==> src/rtl/clk_divider_prog.sv <==
// Runtime-programmable clock divider: 50% duty f_out = f_clk / (2*cur_div) plus a tick on each
// rising edge of f_out. New divisors take effect only at the end of a full period.
module clk_divider_prog #(
  parameter int unsigned CNT_W       = 26,
  parameter int unsigned DEFAULT_DIV = 25_000_000
) (
  input  logic             clk,
  input  logic             rst,
  input  logic             en,
  input  logic [CNT_W-1:0] div_val,
  input  logic             div_load,
  output logic             f_out,
  output logic             tick,
  output logic             div_busy,
  output logic             load_err,
  output logic [CNT_W-1:0] cur_div
);

  localparam logic [CNT_W-1:0] ResetDiv = CNT_W'(DEFAULT_DIV);

  logic [CNT_W-1:0] cnt_q, cnt_d;
  logic [CNT_W-1:0] cur_div_q, cur_div_d;
  logic [CNT_W-1:0] pend_q, pend_d;
  logic             busy_q, busy_d;
  logic             f_out_q, f_out_d;
  logic             tick_q, tick_d;
  logic             load_err_q, load_err_d;

  logic load_ok;
  logic terminal;

  assign load_ok  = div_load && (div_val != '0);
  assign terminal = (cnt_q == cur_div_q - CNT_W'(1));

  always_comb begin
    cnt_d      = cnt_q;
    cur_div_d  = cur_div_q;
    pend_d     = pend_q;
    busy_d     = busy_q;
    f_out_d    = f_out_q;
    tick_d     = 1'b0;
    load_err_d = div_load && (div_val == '0);

    if (en) begin
      if (terminal) begin
        cnt_d   = '0;
        f_out_d = ~f_out_q;
        tick_d  = ~f_out_q;
        // Falling edge closes a full period: the only safe point to switch divisors.
        if (f_out_q && busy_q) begin
          cur_div_d = pend_q;
          busy_d    = 1'b0;
        end
      end else begin
        cnt_d = cnt_q + CNT_W'(1);
      end
      // Applied after the swap so a coincident load queues behind the one just applied.
      if (load_ok) begin
        pend_d = div_val;
        busy_d = 1'b1;
      end
    end else begin
      cnt_d   = '0;
      f_out_d = 1'b0;
      if (busy_q) begin
        cur_div_d = pend_q;
        busy_d    = 1'b0;
      end
      // Stopped: no phase in progress, so a new divisor is taken at once.
      if (load_ok) begin
        pend_d    = div_val;
        cur_div_d = div_val;
        busy_d    = 1'b0;
      end
    end
  end

  always_ff @(posedge clk or negedge rst) begin
    if (!rst) begin
      cnt_q      <= '0;
      cur_div_q  <= ResetDiv;
      pend_q     <= '0;
      busy_q     <= 1'b0;
      f_out_q    <= 1'b0;
      tick_q     <= 1'b0;
      load_err_q <= 1'b0;
    end else begin
      cnt_q      <= cnt_d;
      cur_div_q  <= cur_div_d;
      pend_q     <= pend_d;
      busy_q     <= busy_d;
      f_out_q    <= f_out_d;
      tick_q     <= tick_d;
      load_err_q <= load_err_d;
    end
  end

  assign f_out    = f_out_q;
  assign tick     = tick_q;
  assign div_busy = busy_q;
  assign load_err = load_err_q;
  assign cur_div  = cur_div_q;

endmodule

==> config.mk <==
export PLATFORM = sky130hd
export DESIGN_NAME = clk_divider_prog
export DESIGN_NICKNAME = d
export VERILOG_FILES = /design/src/rtl/clk_divider_prog.sv
export SDC_FILE = /design/constraint.sdc
export NUM_CORES = 1
export LEC_CHECK = 0
export CORE_MARGIN = 4
export CORE_UTILIZATION = 55
export CTS_BUF_LIST = sky130_fd_sc_hd__clkbuf_4
export DETAILED_ROUTE_END_ITERATION = 7
export PLACE_DENSITY = 0.79
export SETUP_SLACK_MARGIN = 0.1
export SLEW_MARGIN = 20
export SYNTH_ARGS = -nofsm -noshare
export SYNTH_HDL_FRONTEND = slang
export SYNTH_SLANG_ARGS = --single-unit
==> constraint.sdc <==
create_clock -name clk -period 4.7 [get_ports clk]
set_input_delay 0.705 -clock clk [delete_from_list [all_inputs] [get_ports clk]]
set_output_delay 0.705 -clock clk [all_outputs]
set_load 0.03 [all_outputs]
# After elaboration in Yosys (flattened, before gate mapping)
# Index checks and enable logic that the tools add are counted.
[word_totals]
wordCells = 38
out_inout_bits = 30
inputBits = 30
register_bits = 82
[op_classes]
mux = 15
reduce_logical = 8
addsub = 2
n_bitwise = 1
eq_ne = 5
[ops]
columns = ["op", "count"]
rows = [
  ["$mux W26", 7],
  ["$add A26 B1 Y26 const B", 1],
  ["$eq A26 B26 Y1", 1],
  ["$logic_not A26 Y1", 1],
  ["$reduce_bool A26 Y1", 1],
  ["$sub A26 B1 Y26 const B", 1],
  ["$mux W1", 8],
  ["$ne A3 B1 Y1 const B", 2],
  ["$ne A2 B1 Y1 const B", 2],
  ["$logic_and A1 B1 Y1", 3],
  ["$reduce_and A3 Y1", 1],
  ["$reduce_bool A3 Y1", 1],
  ["$reduce_and A2 Y1", 1],
  ["$not A1 Y1", 1],
]

# Longest topological paths before layout
[logic_depth]
depth_word = 5
mapped_depth = 12
depth_no_buf = 10

# Worst setup path before layout
# OpenSTA, ideal clock, no wires.
[synth_path]
path_type = "reg-to-reg"
from = "register cur_div_q[0] (netlist: cur_div[0])"
to = "register cur_div_q[10] (netlist: cur_div[10])"
setup_slack_ns = 1.155
required_ns = 4.575
arrival_ns = 3.420
synth_period_minus_slack_ns = 3.545
setup_time_ns = 0.125
stages_incl_launch_ff = 13
n_path_buf = 2
cell_sequence = "dfrtp_1 > inv_1 > ha_1 > or3b_2 > or4_4 > buf_6 > or2_0 > a2111oi_0 > o41ai_1 > and4_4 > nand4_4 > buf_6 > mux2_4"
[synth_between]
elab_chain_len = 4
[synth_rtl]
columns = ["element", "line_no", "rtl"]
rows = [
  ["from (decl)", "22", "logic [CNT_W-1:0] cur_div_q, cur_div_d;"],
  ["from (signal assigned)", "81", "cur_div_q <= ResetDiv;"],
  ["from (signal assigned)", "89", "cur_div_q <= cur_div_d;"],
  ["$sub A26 B1 Y26", "33", "assign terminal = (cnt_q == cur_div_q - CNT_W'(1));"],
  ["$eq A26 B26 Y1", "33", ""],
  ["$ne A2 B1 Y1 (no source line)", "--", ""],
  ["$reduce_and A3 Y1 (no source line)", "--", ""],
]
# No other way between the ends.
# A chain may end at the register's enable or synchronous reset.

# Final worst setup path
[layout_path]
from = "register cur_div_q[0] (netlist: cur_div[0])"
to = "register cur_div_q[25] (netlist: cur_div[25])"
# Same word-level chain as after synthesis.

==> summary.log <==
INFO  placement      count_of_input_and_output_buffers=59
INFO  timing         clock.fmax=250.8MHz
INFO  clock_tree     worst_path_clk_slew=0.16ns
INFO  setup_path     worst_ep_required_time=5.03ns
INFO  logic_synthesis synthesis.nets=476
INFO  worst_hold_path worst_hold_path_type=in -> async
INFO  clock_tree     post_cts.repair.setup_buffers=0
INFO  clock_tree     cts_inserted_buffers=9
INFO  grt            grt_pass1_vias=3578
INFO  setup_path     r2r.worst_path.cells=9
INFO  floorplan      core-area=8258squm
INFO  floorplan      num_io_pins=60
INFO  layout         most_frequent_standard_cell_in_the_layout_excluding_fill_and_tap_cells=dfrtp_1
INFO  setup_path     path_class=reg -> reg
INFO  logic_synthesis yosys.area.top_type=dfrtp_1
INFO  setup_path     crit_path_top_delay_cell=or4_4
INFO  logic_synthesis ys_types=53
INFO  logic_synthesis mappedNetlistArea=4708squm
INFO  timing         fin_crit_sh=84.84%
INFO  grt            grt_antenna_before_repair=0
INFO  clock_tree     num_clock_sinks=82
INFO  layout         area.growth.synth_to_final=17.06%
INFO  grt            global_route.usage.total=22.67%
INFO  routing        route.antenna.remaining_nets=0
INFO  clock_tree     cts-root-to-sink-buffers=2
INFO  floorplan      core.rowCount=33
INFO  clock_tree     cts.htree.levels=3
INFO  setup_path     worstSetupEndpoint=cur_div[25]
INFO  setup_path     regToRegSetupSlack=0.71ns
INFO  setup_path     worstPathBufferInverterCount=1
INFO  clock_tree     tritoncts=yes
INFO  grt            grt_first_pass_wirelength=18080microns
INFO  layout         finalNetCount=530
INFO  setup_path     critPathMaxStageDelay=0.61ns
INFO  timing         grt_setup_unrepaired=no
INFO  timing         post-route-min-period=3.987ns
INFO  setup_path     rr_endpoint=cur_div[25]
INFO  floorplan      die-area=10100squm
INFO  logic_synthesis postSynthRegisterBits=82
INFO  timing         timing.max_slew.rel_slack=37.60%
INFO  run_status     run_status=finished, final reports clean
INFO  routing        routed_wl=10860microns
INFO  logic_synthesis synth.yosys.seq_area_share=43.90%
INFO  placement      dp_hpwl=7948microns
INFO  pwr            fin_total_pwr=0.001836W
INFO  logic_synthesis syn-instance-count=444
INFO  logic_synthesis synth_top_area_share=37.20%
INFO  layout         n_antenna_cell=0
INFO  logic_synthesis synth-edff-count=0
INFO  grt            largest_net_degree_at_the_start_of_global_routing=83
INFO  setup_path     critical_path_end_type=register
INFO  clock_tree     clock_latency=0.44ns
INFO  routing        via_per_inst=5.911
INFO  timing         finalSetupViolations=0
INFO  pwr            pleak=2.278nW
INFO  clock_tree     postCtsHoldBufs=0
INFO  placement      place_congestion=0.8275
INFO  logic_synthesis async_flop_share=100.0%
INFO  layout         layout_common_cells=70 x dfrtp_1, 58 x clkdlybuf4s50_1, 44 x nor2_1
INFO  routing        drt_first_pass_iters=5
INFO  timing         clock-skew-final=0.03024ns
INFO  floorplan      dieWidth=100.5microns
INFO  setup_path     cp_data_arrival_time=4.32ns
INFO  logic_synthesis synth.avg_cell_area=10.60squm
INFO  floorplan      die_h=100.5microns
INFO  setup_path     critical_path.reg2reg.startpoint=cur_div[0]
INFO  logic_synthesis yosys-top-cells-area=dfrtp_1 37%, mux2_2 10%, dfstp_2 6.7%
INFO  floorplan      floorplan.initialDensity=57.02%
INFO  layout         layout-drive-gt1-share=20.08%
INFO  timing         worst_slew_pin_slew=0.9360ns
INFO  pwr            pwr_density_cell=333.1nW/um^2
INFO  logic_synthesis yosysWarnings=0
INFO  clock_tree     root_buffer=clkbuf_4
INFO  pwr            ir_drop=0.2447mV
INFO  routing        drt_iter0_markers=224
INFO  run            drv_cap=0
INFO  timing         timing_max_transition_violations_final=0
INFO  setup_path     critical_path_cell_count=9
INFO  routing        vias=3594
INFO  setup_path     timing.critical_path.from_type=register
INFO  routing        drc_violation_count_after_routing=0
INFO  timing         fin_setup_tns=0ns
INFO  timing         finalHoldViolCount=0
INFO  grt            globalRoute.totalOverflow=0
INFO  setup_path     worst_path_dominant_cell_family=simple AND/OR/NAND/NOR gates
INFO  setup_path     beginning_of_the_critical_path=cur_div[0]
INFO  clock_tree     cts.repair.resized=0
INFO  logic_synthesis most_used_flip_flop_cell_after_synthesis=dfrtp_1
INFO  setup_path     cp_cell_instances=inv_1 > ha_1 > or3b_2 > or4_4 > or2_0 > o41ai_1 > and4_4 > nand4_4 > mux2_4
INFO  routing        post_drt_wl_per_cell=17.87microns
INFO  setup_path     critical_path_peak_fanout=26
[logic make-up after synthesis]
group                    count (synthesis)  share of synthesized area, %
buffers and inverters                   32                         3.136
XOR/XNOR                                54                         10.05
flip-flops                              82                         43.90
multiplexers                            66                         16.85
AND/OR/NAND/NOR                        165                         19.35
AO/OA/AOI/OAI                           43                         6.192
adder cells (fa/ha/maj)                  2                        0.5314
[state kept, by name (all words and copies together) (netlist names)]
| register | count |
|---|---|
| pend_q | 26 |
| f_out | 1 |
| cnt_q | 26 |
| tick | 1 |
| load_err | 1 |
| div_busy | 1 |
| cur_div | 26 |
[worst min path at each step]
stage                     slack, ns       from    endpoint  cells after the start
after global placement         0.48  pend_q[5]  cur_div[5]                      1
final                          0.23        rst  pend_q[17]                      1
after CTS                      0.44        rst  pend_q[21]                      1
after global routing           0.30        rst  pend_q[23]                      1
after detailed placement       0.49  pend_q[5]  cur_div[5]                      1
after floorplan                0.41        rst    cnt_q[0]                      0
[area by class of cell]
| type | instances | area (sq um) |
|---|---|---|
| fillers | 656 | 2746 |
| multi-input cells | 330 | 2501 |
| flip-flops and latches | 82 | 2067 |
| repair buffers | 63 | 621.8 |
| well taps | 105 | 131.4 |
| clock inverters | 7 | 77.57 |
| clock buffers | 9 | 67.56 |
| inverters | 12 | 45.04 |
[per-stage QoR]
stage	area (sq um)	util (%)	hold WS (ns)	setup WS, ns	instances
finish	5512	66.74	0.2326	0.7126	608
global route	5512	66.74	0.2970	0.5344	608
CTS	5508	66.70	0.4438	0.7262	608
detailed placement	5363	64.94	0.4867	0.7431	592
global placement	5363	64.94	0.4769	0.8113	592
floorplan	4708	-	0.4094	1.155	444
[cells in the mapped netlist, types with 10 or more instances]
cell / count
nand3_1: 21
dfrtp_1: 70
nor3_1: 10
clkbuf_1: 13
dfstp_2: 12
nor2_1: 44
nor4_1: 11
nand2_1: 23
xor2_1: 22
mux2_4: 16
mux2_2: 42
inv_1: 12
xnor2_1: 32
[where the power goes]
group          switching [W]  leakage (nW)  internal [W]
sequential          0.000108          1.01      0.000786
clock               0.000271        0.0721      0.000167
combinational       0.000255          1.19      0.000250
total               0.000633          2.28       0.00120
[worst register-to-register path, cell delays in order (launching register included)]
cell	delay (ns)
dfrtp_1	0.47
inv_1	0.09
ha_1	0.18
or3b_2	0.51
or4_4	0.62
or2_0	0.25
o41ai_1	0.44
and4_4	0.31
nand4_4	0.52
mux2_4	0.52
[metal layers]
layer	track usage [%]	routed length, microns
met3	4.775	588
met4	7.565	281
met1	30.79	4734
met2	36.34	5258
met5	0	0
(Power assumes the default switching activity.)
